File: src/rtl/timing_engine_sequencer.sv
// Purpose: radio timing-engine sequencer (PLL enable, settle wait, guard delay, TX/RX enable, ramp-down).
// Latency: registered Moore outputs; an input sampled at edge n is reflected in the outputs after edge n.
// Backpressure: none; inputs are level signals evaluated every cycle and outputs are always valid.
module timing_engine_sequencer #(
  parameter int SIZE_SPISLAVE_T_ARSTFS = 4,
  parameter int PLL_TIMEOUT_CYCLES     = 64,
  parameter int RAMPDOWN_CYCLES        = 4
) (
  input  logic                              clk,
  input  logic                              rst,
  input  logic                              radioEnable,
  input  logic                              radioRxEn,
  input  logic                              pllSettled,
  input  logic [SIZE_SPISLAVE_T_ARSTFS-1:0] tArstFs,
  output logic                              pllEnable,
  output logic                              txEnable,
  output logic                              rxEnable,
  output logic                              radioReady,
  output logic                              pllTimeout,
  output logic [2:0]                        state
);

  // Timeout counter only ever reaches PLL_TIMEOUT_CYCLES-1 before leaving PLL_WAIT.
  localparam int TW = $clog2(PLL_TIMEOUT_CYCLES);
  // One down-counter is shared by the ARST guard and the ramp-down dwell.
  localparam int RW = $clog2(RAMPDOWN_CYCLES + 1);
  localparam int DW = (SIZE_SPISLAVE_T_ARSTFS > RW) ? SIZE_SPISLAVE_T_ARSTFS : RW;

  localparam logic [TW-1:0] TMO_LAST  = TW'(PLL_TIMEOUT_CYCLES - 1);
  localparam logic [DW-1:0] RAMP_LOAD = DW'(RAMPDOWN_CYCLES - 1);

  typedef enum logic [2:0] {
    S_IDLE     = 3'd0,
    S_PLL_WAIT = 3'd1,
    S_ARST     = 3'd2,
    S_ACTIVE   = 3'd3,
    S_RAMPDOWN = 3'd4,
    S_ERROR    = 3'd5
  } state_t;

  state_t        cur_state, nxt_state;
  logic [TW-1:0] tmo_cnt, nxt_tmo_cnt;
  logic [DW-1:0] dly_cnt, nxt_dly_cnt;
  logic          mode, nxt_mode;
  logic          nxt_pll, nxt_tx, nxt_rx, nxt_rdy, nxt_tmo;

  // State, counters, latched mode and registered outputs.
  always_ff @(posedge clk) begin
    if (rst) begin
      cur_state  <= S_IDLE;
      tmo_cnt    <= '0;
      dly_cnt    <= '0;
      mode       <= 1'b0;
      pllEnable  <= 1'b0;
      txEnable   <= 1'b0;
      rxEnable   <= 1'b0;
      radioReady <= 1'b0;
      pllTimeout <= 1'b0;
    end else begin
      cur_state  <= nxt_state;
      tmo_cnt    <= nxt_tmo_cnt;
      dly_cnt    <= nxt_dly_cnt;
      mode       <= nxt_mode;
      pllEnable  <= nxt_pll;
      txEnable   <= nxt_tx;
      rxEnable   <= nxt_rx;
      radioReady <= nxt_rdy;
      pllTimeout <= nxt_tmo;
    end
  end

  // Next-state and counter update; radioEnable drop always has top priority.
  always_comb begin
    nxt_state   = cur_state;
    nxt_tmo_cnt = tmo_cnt;
    nxt_dly_cnt = dly_cnt;
    nxt_mode    = mode;
    case (cur_state)
      S_IDLE: begin
        nxt_tmo_cnt = '0;
        nxt_mode    = radioRxEn;
        if (radioEnable) nxt_state = S_PLL_WAIT;
      end
      S_PLL_WAIT: begin
        // Saturate at the terminal value so the counter can never wrap.
        if (tmo_cnt != TMO_LAST) nxt_tmo_cnt = tmo_cnt + TW'(1);
        if (!radioEnable) begin
          nxt_state   = S_RAMPDOWN;
          nxt_dly_cnt = RAMP_LOAD;
        end else if (pllSettled) begin
          // Settle beats a same-cycle timeout.
          if (tArstFs != '0) begin
            nxt_state   = S_ARST;
            nxt_dly_cnt = DW'(tArstFs) - DW'(1);
          end else begin
            nxt_state = S_ACTIVE;
          end
        end else if (tmo_cnt == TMO_LAST) begin
          nxt_state = S_ERROR;
        end
      end
      S_ARST: begin
        if (!radioEnable) begin
          nxt_state   = S_RAMPDOWN;
          nxt_dly_cnt = RAMP_LOAD;
        end else if (!pllSettled) begin
          nxt_state   = S_PLL_WAIT;
          nxt_tmo_cnt = '0;
        end else if (dly_cnt == '0) begin
          nxt_state = S_ACTIVE;
        end else begin
          nxt_dly_cnt = dly_cnt - DW'(1);
        end
      end
      S_ACTIVE: begin
        if (!radioEnable) begin
          nxt_state   = S_RAMPDOWN;
          nxt_dly_cnt = RAMP_LOAD;
        end else if (!pllSettled) begin
          nxt_state   = S_PLL_WAIT;
          nxt_tmo_cnt = '0;
        end
      end
      S_RAMPDOWN: begin
        // Runs to completion regardless of radioEnable; IDLE re-evaluates it.
        if (dly_cnt == '0) nxt_state = S_IDLE;
        else               nxt_dly_cnt = dly_cnt - DW'(1);
      end
      S_ERROR: begin
        if (!radioEnable) nxt_state = S_IDLE;
      end
      default: nxt_state = S_IDLE;
    endcase
  end

  // Moore decode of the upcoming state, registered so outputs are glitch-free.
  always_comb begin
    nxt_pll = 1'b0;
    nxt_tx  = 1'b0;
    nxt_rx  = 1'b0;
    nxt_rdy = 1'b0;
    nxt_tmo = 1'b0;
    case (nxt_state)
      S_PLL_WAIT, S_ARST, S_RAMPDOWN: nxt_pll = 1'b1;
      S_ACTIVE: begin
        nxt_pll = 1'b1;
        nxt_rdy = 1'b1;
        nxt_tx  = ~nxt_mode;
        nxt_rx  = nxt_mode;
      end
      S_ERROR: nxt_tmo = 1'b1;
      default: nxt_pll = 1'b0;
    endcase
  end

  assign state = cur_state;

endmodule
File: config.mk
export PLATFORM = sky130hd
export DESIGN_NAME = timing_engine_sequencer
export DESIGN_NICKNAME = d
export VERILOG_FILES = /design/src/rtl/timing_engine_sequencer.sv
export SDC_FILE = /design/constraint.sdc
export NUM_CORES = 1
export LEC_CHECK = 0
export ABC_AREA = 1
export BUFFER_PORTS_ARGS = -buffer_cell sky130_fd_sc_hd__buf_2
export CORE_AREA = 2 2 62 64
export DETAILED_ROUTE_END_ITERATION = 16
export DIE_AREA = 0 0 64 66
export PLACE_DENSITY_LB_ADDON = 0.1
export SYNTH_ARGS = -nofsm -noshare
export SYNTH_HDL_FRONTEND = slang
export SYNTH_SLANG_ARGS = --single-unit
File: constraint.sdc
create_clock -name clk -period 1.81 [get_ports clk]
set_input_delay 0.4525 -clock clk [delete_from_list [all_inputs] [get_ports clk]]
set_output_delay 0.4525 -clock clk [all_outputs]
set_load 0.01 [all_outputs]
# == Yosys cells after proc, flatten, opt, wreduce, memory -nomap -nowiden ==
# Index checks and enable logic that the tools add are counted.
# totals
ff_bits,19
# op_classes
reduce_logical,10
n_eq_ne,19
n_bitwise,2
add_sub_neg,3
muxes,29
# op_table
op,n
$mux 3,11
$mux 4,7
$mux 6,3
$pmux 3 s6,1
$pmux 6 s3,1
$pmux 4 s4,1
$eq 3x2->1 const B,4
$eq 3x3->1 const B,4
$ne 3x3->1 const B,3
$reduce_bool 4->1,2
$sub 4x1->4 const B,2
$add 6x1->6 const B,1
$eq 3x1->1 const B,2
$eq 6x6->1 const B,1
$ne 2x2->1 const B,3
$ne 6x6->1 const B,1
$mux 1,5
$reduce_and 5->1,1
$logic_not 4->1,1
$reduce_and 4->1,1
$reduce_or 2->1,2
$reduce_or 4->1,1
$logic_not 3->1,1
$reduce_bool 3->1,1
other kinds (2),3

# == Longest topological paths before layout ==
# Gate-level depths: netlist of run 1.
# logic_depth
word_depth,8
ltp_mapped,11

# == Worst setup path before layout of run 1 ==
# Ideal clock, no wire load.
# synth_path
kind,in2reg
from,in tArstFs[0]
to,reg dly_cnt[2]
path_buffers,0
slack_ns,0.450
stages,9
arrival_ns,1.244
required_time_ns,1.694
path_cell_list,inv_1 > ha_1 > nand2_1 > nor2_1 > nand2_1 > nand3_2 > nand2_4 > o21ai_0 > nor2_1
# synth_between
elab_chain_len,5
elab_cells_between_ends,8
cone_classes,add/sub: 1; eq/ne: 1; mux: 4; reduce/logical: 2
# synth_lines
element,line,source
start: declaration,14,"input logic [SIZE_SPISLAVE_T_ARSTFS-1:0] tArstFs,"
$sub 4x1->4,94,nxt_dly_cnt = DW'(tArstFs) - DW'(1);
$mux 4,92,if (tArstFs != '0) begin
$mux 4,90,end else if (pllSettled) begin
$mux 4,87,if (!radioEnable) begin
$pmux 4 s4,78,case (cur_state)
end signal: assignment,62,dly_cnt <= nxt_dly_cnt;
end: declaration,43,"logic [DW-1:0] dly_cnt, nxt_dly_cnt;"
# Several ways; a longest one is shown, not always the timed one. The select of a mux whose other input is x is not followed.
# A chain may end at the register's enable or synchronous reset.

# == Worst setup path in the final report of run 1 ==
# layout_path
from,"reg cur_state[1], in the netlist state[1]"
to,out state[1]
# layout_rtl
element,line,source
start: declaration,41,"state_t cur_state, nxt_state;"
start signal: assignment,60,cur_state <= nxt_state;
end: declaration,20,output logic [2:0] state
# No word-level cell between the ends.

==> results of run 1 <==
==> final cells by class <==
| type | count | share of cell area |
|---|---|---|
| clock buffer | 3 | 0.0166 |
| clock inverter | 1 | 0.00369 |
| multi-input combinational | 142 | 0.516 |
| timing repair buffer | 16 | 0.0590 |
| sequential | 19 | 0.280 |
| inverter | 29 | 0.0803 |
| tap | 48 | 0.0443 |
==> logic make-up after synthesis <==
group | after synthesis
AO/OA/AOI/OAI | 18
XOR/XNOR | 5
adder cells (fa/ha/maj) | 3
buffers and inverters | 31
flip-flops | 19
AND/OR/NAND/NOR | 116
==> layer usage <==
metal	track usage	up-vias
met4	0.0217	0
met2	0.271	7
met1	0.146	504
met3	0.0375	0
met5	0	-
li1	-	631
==> registers in the layout (all words and copies together), names as in the netlist <==
register,flops
dly_cnt,4
pllEnable,1
pllTimeout,1
radioReady,1
rxEnable,1
txEnable,1
state,3
tmo_cnt,6
mode,1
==> power groups by stage <==
stage / combinational (uW) / sequential (uW) / clock, uW
floorplan: 203 / 479 / 0
global placement: 271 / 481 / 0
detailed placement: 274 / 481 / 0
CTS: 275 / 471 / 234
global route: 317 / 476 / 246
finish: 272 / 471 / 218
==> metrics by stage <==
stage           util  std cells  hold WS [ns]
3_5_place_dp   0.374        254         0.482
5_1_grt        0.382        258         0.419
6_report       0.382        258         0.422
3_3_place_gp   0.374        254         0.468
2_1_floorplan      -        192         0.450
4_1_cts        0.382        258         0.411
==> worst min path at each step <==
stage,start,cells after the start,slack [ns],end
2_1_floorplan,tmo_cnt[2],2,0.45,tmo_cnt[2]
3_3_place_gp,tmo_cnt[2],2,0.47,tmo_cnt[2]
3_5_place_dp,tmo_cnt[2],2,0.48,tmo_cnt[2]
4_1_cts,rst,2,0.41,tmo_cnt[4]
5_1_grt,rst,2,0.42,tmo_cnt[4]
6_report,rst,2,0.42,tmo_cnt[4]
==> cell usage after synthesis, drive strengths merged <==
master / n / area (um2)
a21oi: 8 / 40.0
and2: 1 / 6.26
buf: 1 / 11.3
clkbuf: 1 / 3.75
dfxtp: 19 / 380
ha: 3 / 37.5
inv: 29 / 109
nand2: 57 / 226
nand3: 16 / 95.1
nand3b: 2 / 15.0
nand4: 2 / 12.5
nor2: 36 / 155
nor3: 2 / 10.0
o21ai: 10 / 57.6
xnor2: 2 / 17.5
xor2: 3 / 26.3
==> impl_metrics.json, run 1 <==
{
  "cp_data_arrival_time_ns": 1.12,
  "detail_route.drc_violations": 0,
  "timing.critical_path.from_type": "flip-flop",
  "period_share": 0.867,
  "routed.top_layer": "met3",
  "synthSimpleGateAreaFrac": 0.432,
  "clk_root_buffer_cell": "clkbuf_4",
  "syn-mean-instance-area_um2": 6.27,
  "kind_of_critical_path": "flip-flop to output port",
  "placementRows": 22,
  "ctsResizeCount": 0,
  "yosys.area_share.adder": 0.0312,
  "clock_tree_from_tritoncts": "built",
  "cts.path.max_buffers": 2,
  "layout.nets": 223,
  "synth.ff_latch_count": 19,
  "measured_slew_at_the_worst_slew_check_pin_ns": 0.425,
  "total_leakage_power_uw": 0.000688,
  "required_ns": 1.36,
  "fin_worst_skew_ns": 0.00788,
  "setup_viol_count_final": 0,
  "numCtsBuffers": 3,
  "initial_core_util": 0.339,
  "met1_length_mm": 1.13,
  "multi_input_comb_area_um2": 699,
  "grt_setup_unrepaired": "false",
  "layout_common_cells": "nand2_1 (54), nor2_1 (32), inv_1 (26)",
  "drv_slew": 0,
  "route.final.wire_length_mm": 2.64,
  "slowest_stage": "dfxtp_1",
  "h_tree_lvl_count": 1,
  "dpl_cell_area_um2": 1330,
  "insertion_delay_ns": 0.30,
  "synth_warnings": 0,
  "cts_sinks": 19,
  "fp.dieH_um": 66,
  "sequentialPowerShare": 0.490,
  "switchingPower_uw": 338,
  "yosys.cell_types.count": 24,
  "synth-seq-area-share": 0.316,
  "vdd_ir_drop_max_uv": 474,
  "global_route.usage.total": 0.137,
  "die-area_um2": 4220,
  "max-slew-margin-rel": 0.717,
  "final_common_cell": "nand2_1",
  "muxShareOfSynthArea": 0,
  "r2r-end": "pllEnable",
  "worstPathCellList": "buf_2",
  "synth_top_family_by_area": "simple AND/OR/NAND/NOR gates",
  "power_frac_comb": 0.283,
  "drt_iter0_markers": 51,
  "worstPathBufferInverterCount": 1,
  "critical_path_cell_count": 1,
  "n_fill_cell": 404,
  "postLayoutSetupSlackWorst_ns": 0.241,
  "stdcell_area_um2": 1360,
  "final-seq-area_um2": 380,
  "critical_path_peak_fanout": 9,
  "hold_viol": 0,
  "power_switching_share": 0.351,
  "met3RoutedLength_um": 62,
  "reg2reg_slack_ns": 0.27,
  "final_layout_size_suffix_gt1_frac": 0.167,
  "pwr-share-clk": 0.227,
  "fmax_mhz": 637,
  "p_int_uw": 623,
  "r2r.worst_path.cells": 8,
  "detailroute.wirelength.met2_mm": 1.45,
  "placement.io_buffers": 16,
  "grt_max_degree": 12,
  "r2r-start": "dly_cnt[0]",
  "layout-area-overhead-vs-synth_pct": 12.7,
  "postCtsSetupBuffers": 0,
  "dpl_worst_slack_ns": 0.186,
  "die-width_um": 64,
  "number_of_global_route_vias_before_repair": 1152,
  "yosys.area_share.xor_xnor": 0.0364,
  "antenna_violating_nets_post_route": 0,
  "cap_viol_max_count": 0,
  "fp.coreArea_um2": 3550,
  "antenna_found_initial": 0,
  "global_route.overflow_total": 0,
  "syn-num-nets": 204,
  "syn_area_um2": 1200,
  "critical_path.max_stage_delay_ns": 0.60,
  "route.detailed.vias_per_inst": 4.43,
  "ios": 17,
  "fin_setup_tns_ns": 0,
  "power_density_nw_per_um2": 708,
  "end_of_the_critical_path": "state[1]",
  "synthCells": 192,
  "cts-hold-fix-buffers": 0,
  "gp_congestion": 0.866,
  "status": "completed",
  "cpLargestDelayFamily": "flip-flops",
  "wl_per_cell_um": 10.2,
  "grt_pass1_wl_mm": 4.64,
  "drt_pass_1_iters": 4,
  "synth-compound-area-share": 0.0811,
  "p_total_uw": 961,
  "critPathLaunch": "state[1]",
  "routed-via-count": 1142,
  "antenna_cells_inserted": 0,
  "hold_path_class": "primary input to flip-flop",
  "final.min_clock_period_ns": 1.57,
  "path_clk_slew_ns": 0.11,
  "place_hpwl_mm": 2.19,
  "endpoint_kind": "output port"
}
(Power assumes the default switching activity.)
==> run 2, diff against run 1 <==
Settings changed: BUFFER_PORTS_ARGS -buffer_cell sky130_fd_sc_hd__buf_2 to default, CORE_AREA 2 2 62 64 to 2 2 54 56, DIE_AREA 0 0 64 66 to 0 0 56 58, DONT_BUFFER_PORTS from default to 1.
Clock period 1.81 ns to 2 ns, I/O delays scaled along.
==> impl_metrics.json, run 2 (synthesis results as in run 1) <==
{
  "status": "completed",
  "cell_total_after_placement": 222,
  "r2r.worst_path.cells": 7,
  "fin_setup_tns_ns": 0,
  "hold_viol": 0,
  "global_route.usage.total": 0.178,
  "wl_per_cell_um": 11.9,
  "antenna_cells_inserted": 0,
  "cpLargestDelayFamily": "flip-flops",
  "critical_path_cell_count": 1,
  "layout-area-overhead-vs-synth_pct": 4.89,
  "required_ns": 1.50,
  "fp.dieH_um": 58,
  "number_of_instances_on_the_worst_hold_path": 1,
  "grt_max_degree": 12,
  "critical_path.max_stage_delay_ns": 0.54,
  "drt_iter0_markers": 42,
  "drt_pass_1_iters": 4,
  "critical_path_peak_fanout": 7,
  "global_route.overflow_total": 0,
  "placement.io_buffers": 0,
  "die-area_um2": 3250,
  "period_share": 0.785,
  "setup_viol_count_final": 0,
  "measured_slew_at_the_worst_slew_check_pin_ns": 0.335,
  "layout.nets": 208,
  "detail_route.drc_violations": 0,
  "insertion_delay_ns": 0.30,
  "switchingPower_uw": 299,
  "post_route_insts_no_fill": 226,
  "cts.path.max_buffers": 2,
  "p_total_uw": 854,
  "antenna_found_initial": 0,
  "pwr-share-clk": 0.237,
  "fmax_mhz": 637,
  "max-slew-margin-rel": 0.776,
  "kind_of_critical_path": "flip-flop to output port",
  "die-width_um": 56,
  "drv_slew": 0,
  "initial_core_util": 0.452,
  "cp_data_arrival_time_ns": 1.07,
  "clock_tree_from_tritoncts": "built",
  "route.final.wire_length_mm": 2.68,
  "whs_ns": 0.248,
  "final_common_cell": "nand2_1",
  "fp.coreArea_um2": 2660,
  "route.detailed.vias_per_inst": 4.99,
  "number_of_global_route_vias_before_repair": 1051,
  "largest_register_ff_count": 6,
  "r2r-end": "dly_cnt[2]",
  "min_to": "state[1]",
  "sequentialPowerShare": 0.506,
  "routed-via-count": 1128,
  "total_leakage_power_uw": 0.000619,
  "antenna_violating_nets_post_route": 0,
  "numCtsBuffers": 3,
  "power_switching_share": 0.350,
  "path_clk_slew_ns": 0.12,
  "grt_pass1_wl_mm": 4.51,
  "final_layout_size_suffix_gt1_frac": 0.103,
  "place_hpwl_mm": 2.16,
  "power_density_nw_per_um2": 676,
  "ctsResizeCount": 0,
  "cts-hold-fix-buffers": 0,
  "fin_worst_skew_ns": 0.0103,
  "cts_sinks": 19,
  "h_tree_lvl_count": 1,
  "grt_setup_unrepaired": "false",
  "timing.critical_path.from_type": "flip-flop",
  "endpoint_kind": "output port",
  "cap_viol_max_count": 0,
  "placementRows": 19,
  "worstPathBufferInverterCount": 1,
  "vdd_ir_drop_max_uv": 481,
  "hold_path_startpoint": "rst",
  "critPathLaunch": "state[1]",
  "p_int_uw": 555,
  "clk_root_buffer_cell": "clkbuf_4",
  "largest-register": "tmo_cnt",
  "reg2reg_slack_ns": 0.46,
  "ios": 17,
  "layout_common_cells": "nand2_1 (54), nor2_1 (32), inv_1 (26)",
  "worstPathCellList": "buf_4",
  "postCtsSetupBuffers": 0,
  "slowest_stage": "dfxtp_1",
  "r2r-start": "state[0]",
  "gp_congestion": 0.848,
  "hold_path_class": "primary input to flip-flop",
  "final.min_clock_period_ns": 1.57,
  "power_frac_comb": 0.257
}
==> run 2: changes by cell type in the layout (fill, tap and decap cells not counted), sizes merged <==
cell	delta
buf	-15
==> run 2: worst max path at each step <==
stage | slack (ns) | endpoint
floorplan | 0.59 | dly_cnt[2]
global placement | 0.51 | tmo_cnt[5]
detailed placement | 0.45 | dly_cnt[2]
CTS | 0.45 | state[1]
global route | 0.32 | tmo_cnt[0]
finish | 0.43 | state[1]
==> run 2: final cells by class <==
type	count	area (um2)
Sequential cell	19	380
Timing Repair Buffer	1	7.51
Clock buffer	3	22.5
Fill cell	285	1400
Clock inverter	1	5.00
Inverter	29	109
Tap cell	31	38.8
Multi-Input combinational cell	142	699
==> run 2: per-stage QoR <==
stage               area (um2)   util  worst slack, ns
floorplan                 1200      -            0.592
global placement          1230  0.464            0.513
detailed placement        1230  0.464            0.453
CTS                       1260  0.474            0.453
global route              1260  0.474            0.317
finish                    1260  0.474            0.431
==> run 2: power groups by stage <==
stage	clock network, uW	registers [uW]	logic, uW
floorplan	0	434	184
global placement	0	440	218
detailed placement	0	440	220
CTS	207	432	221
global route	222	435	255
finish	203	432	219
==> run 2: routing by layer <==
metal  track usage  up-vias  share of wire  routed length [um]
li1              -      604              -                   -
met1         0.193      496           0.41                1090
met2         0.341       22           0.53                1430
met3        0.0268        6          0.037                  98
met4        0.0816        0          0.021                  55
met5             0        -              0                   0
==> run 3, diff against run 2 <==
Clock period 2 ns to 1.5 ns, I/O delays scaled along.
==> impl_metrics.json, run 3 (synthesis results as in run 1) <==
{
  "drt_iter0_markers": 21,
  "die-area_um2": 3250,
  "die-width_um": 56,
  "critPathLaunch": "dly_cnt[0]",
  "grt_max_degree": 12,
  "endpoint_kind": "flip-flop",
  "drv_slew": 0,
  "cp_data_arrival_time_ns": 1.59,
  "largest-register": "tmo_cnt",
  "min_to": "state[1]",
  "timing.critical_path.from_type": "flip-flop",
  "hold_path_startpoint": "rst",
  "status": "completed",
  "number_of_instances_on_the_worst_hold_path": 1,
  "antenna_violating_nets_post_route": 0,
  "cts.path.max_buffers": 2,
  "setup_viol_count_final": 0,
  "gp_congestion": 0.878,
  "cap_viol_max_count": 0,
  "initial_core_util": 0.452,
  "route.final.wire_length_mm": 2.66,
  "cts_sinks": 19,
  "numCtsBuffers": 3,
  "power_density_nw_per_um2": 877,
  "dpl_cell_area_um2": 1290,
  "grt_pass1_wl_mm": 4.53,
  "stdcell_area_um2": 1330,
  "r2r.worst_path.cells": 8,
  "critical_path_peak_fanout": 6,
  "number_of_global_route_vias_before_repair": 1106,
  "placementRows": 19,
  "clock_tree_from_tritoncts": "built",
  "final_common_cell": "nand2_1",
  "final_layout_size_suffix_gt1_frac": 0.168,
  "wl_per_cell_um": 11.4,
  "h_tree_lvl_count": 1,
  "layout.nets": 215,
  "fp.coreArea_um2": 2660,
  "dpl_worst_slack_ns": 0.0318,
  "placement.io_buffers": 0,
  "hold_viol": 0,
  "ios": 17,
  "vdd_ir_drop_max_uv": 669,
  "antenna_found_initial": 0,
  "finish.utilization": 0.500,
  "place_hpwl_mm": 2.17,
  "fp.dieH_um": 58,
  "detail_route.drc_violations": 0,
  "period_share": 0.914,
  "clk_root_buffer_cell": "clkbuf_4",
  "measured_slew_at_the_worst_slew_check_pin_ns": 0.319,
  "fmax_mhz": 729,
  "global_route.overflow_total": 0,
  "r2r-end": "pllTimeout",
  "global_route.usage.total": 0.176,
  "post_route_insts_no_fill": 233,
  "antenna_cells_inserted": 0,
  "max-slew-margin-rel": 0.785,
  "path_clk_slew_ns": 0.12,
  "largest_register_ff_count": 6,
  "fin_worst_skew_ns": 0.00706,
  "r2r-start": "dly_cnt[0]",
  "route.detailed.vias_per_inst": 4.92,
  "cell_total_after_placement": 229,
  "reg2reg_slack_ns": 0.13,
  "fin_setup_tns_ns": 0,
  "total_leakage_power_uw": 0.000660,
  "required_ns": 1.72,
  "postLayoutSetupSlackWorst_ns": 0.128,
  "final.min_clock_period_ns": 1.37,
  "grt_setup_unrepaired": "false",
  "layout-area-overhead-vs-synth_pct": 10.6,
  "hold_path_class": "primary input to flip-flop",
  "routed-via-count": 1147,
  "insertion_delay_ns": 0.31,
  "layout_common_cells": "nand2_1 (53), nor2_1 (30), inv_1 (26)",
  "drt_pass_1_iters": 4,
  "kind_of_critical_path": "flip-flop to flip-flop"
}
run 3: changes by cell type in the layout (fill, tap and decap cells not counted):
| cell | change |
|---|---|
| buf_4 | +7 |
| dfxtp_1 | -3 |
| dfxtp_2 | +3 |
| nand2_1 | -1 |
| nand2_2 | +1 |
| nand3_1 | -1 |
| nand3_2 | +1 |
| nor2_1 | -2 |
| nor2_2 | +2 |
run 3: metal layers:
metal / vias up / global-route usage / part of all wire
li1: 614 / - / -
met1: 513 / 0.195 / 0.44
met2: 13 / 0.334 / 0.51
met3: 7 / 0.0290 / 0.027
met4: 0 / 0.0714 / 0.020
met5: - / 0 / 0
run 3: final cells by class:
class,count,area (um2)
clock buffer,3,22.5
sequential,19,384
tap,31,38.8
clock inverter,1,5.00
inverter,29,109
fill,304,1330
multi-input combinational,142,712
timing repair buffer,8,60.1
run 3: repair_timing:
| action | 4_1_cts | 5_1_grt |
|---|---|---|
| hold buffers | 0 | 0 |
| endpoints found under the setup margin | 0 | 13 |
| gates resized for setup | 0 | 7 |
| setup buffers | 0 | 0 |
run 3: worst max-delay path by stage:
| stage | to | slack (ns) |
|---|---|---|
| after CTS | pllTimeout | 0.01 |
| after detailed placement | pllTimeout | 0.03 |
| after floorplan | pllTimeout | 0.19 |
| after global placement | tmo_cnt[5] | 0.09 |
| after global routing | pllTimeout | 0.003 |
| final | pllTimeout | 0.13 |
run 3: report_power, final:
group / switching [uW] / internal (uW)
Clock: 172 / 99.6
Combinational: 206 / 119
Sequential: 31.4 / 540
Total: 409 / 758
run 3: worst max-delay path, stage by stage (launching register included):
cell,delay [ns]
dfxtp_1,0.34
inv_1,0.09
ha_1,0.23
nand3_2,0.15
nand2_1,0.10
nand3_1,0.08
nor2_2,0.13
nor2_2,0.05
and2_1,0.12
run 3: stage by stage:
| step | hold WS, ns | total power, uW |
|---|---|---|
| floorplan | 0.450 | 823 |
| global route | 0.102 | 1240 |
| detailed placement | 0.450 | 899 |
| finish | 0.113 | 1170 |
| CTS | 0.111 | 1170 |
| global placement | 0.447 | 893 |
